<file path="src/rtl/serial_subtractor.sv">
// rtl/serial_subtractor.sv - bit-serial WIDTH-bit subtractor (diff = a - b - borrow_in), LSB first
//
// Ports:
//   clk, rst           clock; synchronous active-high reset
//   start              request, accepted while ready=1
//   a, b, borrow_in    operands, sampled on an accepted start
//   ready              1 in IDLE and DONE
//   busy               1 while shifting
//   done               one-cycle pulse; diff/borrow_out updated in the same cycle
//   diff, borrow_out   result registers, held until the next completion
//   overflow           signed overflow flag (only with OVERFLOW_FLAG_EN defined)
//
// Build option: OVERFLOW_FLAG_EN adds the overflow output.

module serial_subtractor #(
  parameter int WIDTH = 8
) (
  input  logic             clk,
  input  logic             rst,
  input  logic             start,
  input  logic [WIDTH-1:0] a,
  input  logic [WIDTH-1:0] b,
  input  logic             borrow_in,
  output logic             ready,
  output logic             busy,
  output logic             done,
  output logic [WIDTH-1:0] diff,
`ifdef OVERFLOW_FLAG_EN
  output logic             overflow,
`endif
  output logic             borrow_out
);

  localparam int CW = $clog2(WIDTH);

  typedef enum logic [1:0] {
    S_IDLE,
    S_SHIFT,
    S_DONE
  } state_t;

  state_t           state_q, state_d;
  logic [WIDTH-1:0] a_sh_q, a_sh_d;
  logic [WIDTH-1:0] b_sh_q, b_sh_d;
  // Holds the WIDTH-1 bits produced so far; the final bit joins them on the last edge.
  logic [WIDTH-2:0] res_sh_q, res_sh_d;
  logic             br_q, br_d;
  logic [CW-1:0]    cnt_q, cnt_d;
  logic [WIDTH-1:0] diff_q, diff_d;
  logic             borrow_out_q, borrow_out_d;
  logic             done_q, done_d;
`ifdef OVERFLOW_FLAG_EN
  logic             a_msb_q, a_msb_d;
  logic             b_msb_q, b_msb_d;
  logic             overflow_q, overflow_d;
`endif

  logic             load;
  logic             d_bit;
  logic [WIDTH-1:0] res_full;

  assign load = start && (state_q == S_IDLE || state_q == S_DONE);

  always_comb begin
    state_d      = state_q;
    a_sh_d       = a_sh_q;
    b_sh_d       = b_sh_q;
    res_sh_d     = res_sh_q;
    br_d         = br_q;
    cnt_d        = cnt_q;
    diff_d       = diff_q;
    borrow_out_d = borrow_out_q;
    done_d       = 1'b0;
`ifdef OVERFLOW_FLAG_EN
    a_msb_d      = a_msb_q;
    b_msb_d      = b_msb_q;
    overflow_d   = overflow_q;
`endif
    d_bit    = a_sh_q[0] ^ b_sh_q[0] ^ br_q;
    res_full = {d_bit, res_sh_q};

    case (state_q)
      S_IDLE: ;
      S_SHIFT: begin
        br_d     = (~a_sh_q[0] & b_sh_q[0]) | (~(a_sh_q[0] ^ b_sh_q[0]) & br_q);
        a_sh_d   = a_sh_q >> 1;
        b_sh_d   = b_sh_q >> 1;
        res_sh_d = res_full[WIDTH-1:1];
        cnt_d    = cnt_q + 1'b1;
        if (cnt_q == CW'(WIDTH - 1)) begin
          // Publish on the last shift edge so done and the new result appear together in DONE.
          state_d      = S_DONE;
          diff_d       = res_full;
          borrow_out_d = br_d;
          done_d       = 1'b1;
`ifdef OVERFLOW_FLAG_EN
          overflow_d   = (a_msb_q != b_msb_q) && (d_bit != a_msb_q);
`endif
        end
      end
      S_DONE:  state_d = S_IDLE;
      default: state_d = S_IDLE;
    endcase

    if (load) begin
      state_d = S_SHIFT;
      a_sh_d  = a;
      b_sh_d  = b;
      br_d    = borrow_in;
      cnt_d   = '0;
`ifdef OVERFLOW_FLAG_EN
      a_msb_d = a[WIDTH-1];
      b_msb_d = b[WIDTH-1];
`endif
    end
  end

  always_ff @(posedge clk) begin
    if (rst) begin
      state_q      <= S_IDLE;
      a_sh_q       <= '0;
      b_sh_q       <= '0;
      res_sh_q     <= '0;
      br_q         <= 1'b0;
      cnt_q        <= '0;
      diff_q       <= '0;
      borrow_out_q <= 1'b0;
      done_q       <= 1'b0;
`ifdef OVERFLOW_FLAG_EN
      a_msb_q      <= 1'b0;
      b_msb_q      <= 1'b0;
      overflow_q   <= 1'b0;
`endif
    end else begin
      state_q      <= state_d;
      a_sh_q       <= a_sh_d;
      b_sh_q       <= b_sh_d;
      res_sh_q     <= res_sh_d;
      br_q         <= br_d;
      cnt_q        <= cnt_d;
      diff_q       <= diff_d;
      borrow_out_q <= borrow_out_d;
      done_q       <= done_d;
`ifdef OVERFLOW_FLAG_EN
      a_msb_q      <= a_msb_d;
      b_msb_q      <= b_msb_d;
      overflow_q   <= overflow_d;
`endif
    end
  end

  assign ready      = (state_q == S_IDLE) || (state_q == S_DONE);
  assign busy       = (state_q == S_SHIFT);
  assign done       = done_q;
  assign diff       = diff_q;
  assign borrow_out = borrow_out_q;
`ifdef OVERFLOW_FLAG_EN
  assign overflow   = overflow_q;
`endif

endmodule

</file>
<file path="config.mk">
export PLATFORM = sky130hd
export DESIGN_NAME = serial_subtractor
export DESIGN_NICKNAME = d
export VERILOG_FILES = /design/src/rtl/serial_subtractor.sv
export SDC_FILE = /design/constraint.sdc
export NUM_CORES = 1
export LEC_CHECK = 0
export CAP_MARGIN = 20
export CORE_ASPECT_RATIO = 1.1
export CORE_MARGIN = 8
export CORE_UTILIZATION = 50
export DETAILED_ROUTE_END_ITERATION = 10
export HOLD_SLACK_MARGIN = 0.03
export PLACE_DENSITY = 0.78
export SLEW_MARGIN = 20
export SYNTH_ARGS = -nofsm -noshare
export SYNTH_HDL_FRONTEND = slang
export SYNTH_SLANG_ARGS = --single-unit
</file>
<file path="constraint.sdc">
create_clock -name clk -period 2.6 [get_ports clk]
set_input_delay 0.52 -clock clk [delete_from_list [all_inputs] [get_ports clk]]
set_output_delay 0.52 -clock clk [all_outputs]
set_load 0.02 [all_outputs]
</file>
==> results.cfg <==
[status]
outcome = complete, no violations

[floorplanning]
dieArea_um2 = 5160
rows = 21
fp.dieH_um = 74.6
start_util_pct = 51.6
ios = 32
coreArea_um2 = 3020
die_w_um = 69.2

[pwr]
p_per_area_nw_per_um2 = 575
ir_drop_mv = 0.408
leakage_uw = 0.000663

[finish]
multi_input_area_um2 = 674
seq_area_um2 = 781
n_fill_cell = 272
nets = 228
diodes = 0
final_area_um2 = 1900
drive_above_1_share_pct = 5.85
syn2layout_area_growth_pct = 21.6

[critical_path]
cp_top_family = buffers and inverters
cp_data_arrival_time_ps = 1800
path_buf_inv = 2
cp_slowest_cell = clkdlybuf4s50_1
setup.worst_path.end_class = primary output
r2r_slack_ps = 930
critPathKind = flop to primary output
cp-start-kind = flop
critPathMaxStageDelay_ps = 660
cp_max_fo = 36
required_ps = 2080
worstPathCellList = nand2b_1, inv_6, clkdlybuf4s50_1

[drt]
vias = 1355
drc = 0
drt_pre_antenna_iters = 4
final_antenna_net_count = 0
routed_via_density = 5.67
wirelength_mm = 3.26
drt_iter0_drc = 86
wl_per_cell_um = 13.6

[logic_synthesis]
ys_types = 26
async_flop_share_pct = 0
synth_nets = 202
synth-seq-cells = 39
avgSynthCellArea_um2 = 8.76
synth_cells = 178
synth_ff_type = dfxtp_1
synth_top_area_cell = dfxtp_1
synth_top_area_share_pct = 50.1
yosysMostFrequentCell = dfxtp_1
syn_area_um2 = 1560
ys_seq_area_share_pct = 50.1
yosys_warnings = 0
synth_edf_count = 0
ys_top_cells_by_area = dfxtp_1 50%, nand2_1 8.4%, a21oi_1 6.7%
synth_common_cells = 39 x dfxtp_1, 35 x nand2_1, 21 x a21oi_1

[timing]
setup_viol_count_final = 0
max_freq_mhz = 432
worst_slew_pin_slew_ps = 854
rsz0062_at_grt = no
fin_crit_sh_pct = 89.1
finalSetupTns_ps = 0
maxSlewViolCount = 0
period_needed_ps = 2320
slew-limit-headroom_pct = 43.1
hold_viol = 0
skew_ps = 6.69

[cts]
cts_tree = built
clk_latency_ps = 350
cts.sink_count = 39
post_cts_buffers = 0
clk_pin_slew_ps = 110
numCtsBuffers = 5
htree_levels = 2
root_buffer = clkbuf_4
cts_buffer_depth = 2
cts_resized = 0
postCtsHoldBufs = 0

[global_routing]
grt_pass1_vias = 1362
grt_pass1_wl_mm = 5.73
grt_remaining_overflow = 0
grt_max_degree = 40
track_usage_pct = 13.5
antenna_found_initial = 0

[placed_design]
place_area_um2 = 1840
dp_hpwl_mm = 2.26
gp_congestion = 0.689
port_buffers = 31

[flow_run]
max-cap-violations = 0

[min_path]
hold_class = flop to flop
-- cell type report --
cell class	instances	share of cell area, %
clock inverters	3	0.792
inverters	4	1.06
multi-input cells	121	35.6
well taps	34	2.24
clock buffers	5	1.98
flip-flops and latches	39	41.2
repair buffers	33	17.2
-- path summary, 6_finish.rpt --
| path | start | endpoint | cells after the start |
|---|---|---|---|
| worst max-delay path | state_q[0] | busy | 3 |
| worst min-delay path | diff[2] | diff[2] | 2 |
| worst max register to register | cnt_q[0] | diff[1] | 5 |
| worst min register to register | diff[2] | diff[2] | 2 |
-- stage by stage --
stage / util (%) / setup WS, ps / instances / total power [µW] / hold WS (ps)
after floorplan: - / 1290 / 178 / 758 / 437
after global routing: 62.7 / 198 / 239 / 1140 / 491
after detailed placement: 61.0 / 526 / 231 / 803 / 449
after CTS: 62.7 / 256 / 239 / 1090 / 464
after global placement: 61.0 / 609 / 231 / 797 / 442
final: 62.7 / 283 / 239 / 1090 / 460
-- flip-flops by register name, indices dropped and copies added (netlist names) --
name and count:
state_q 2, cnt_q 3, br_q 1, a_sh_q 8
diff 8, done 1, borrow_out 1, res_sh_q 7
b_sh_q 8
-- power by group --
group / switching (µW) / leakage [µW] / total, µW / internal (µW)
sequential: 15.9 / 0.000318 / 641 / 625
clock: 199 / 0.0000347 / 300 / 101
combinational: 80.0 / 0.000310 / 149 / 68.5
-- logic make-up (layout without fill, tap and decap cells) --
family / count (synthesis) / in the layout / share of synthesized area, %
adder cells (fa/ha/maj): 4 / 4 / 3.69
multiplexers: 3 / 3 / 1.93
AND/OR/NAND/NOR: 75 / 75 / 21.5
XOR/XNOR: 1 / 1 / 0.562
AO/OA/AOI/OAI: 38 / 38 / 15.6
flip-flops: 39 / 39 / 50.1
buffers and inverters: 18 / 45 / 6.66
-- metal layers --
layer / vias up / track usage [%] / wire, µm
li1: 673 / - / -
met1: 623 / 13.5 / 1350
met2: 47 / 23.5 / 1590
met3: 12 / 4.93 / 218
met4: 0 / 9.34 / 95
met5: - / 0 / 0
-- tightest hold or removal path: cells and delay by family (launching register included) --
kind / cells / cell delay (ps)
simple gates: 1 / 50
compound gates: 1 / 50
flops: 1 / 320
-- layout by cell type, fill, tap and decap left out --
master	synthesis	routed
clkinv_2	0	3
ha_1	3	3
nand2_1	35	35
xnor2_1	1	1
nor3_1	14	14
and2b_1	1	1
a311oi_2	1	1
buf_4	3	2
inv_6	1	1
nand3b_1	1	1
clkdlybuf4s50_1	0	31
a22oi_1	3	3
o22ai_1	5	5
mux2i_1	3	3
nand3_1	13	13
inv_1	3	3
fa_1	1	1
clkbuf_4	0	5
nand2b_1	2	2
dfxtp_1	39	39
o21a_1	1	1
nor3b_1	2	2
nor2_1	7	7
a311oi_1	6	6
a21oi_1	21	21
a2bb2oi_1	1	1
(Power assumes the default switching activity.)
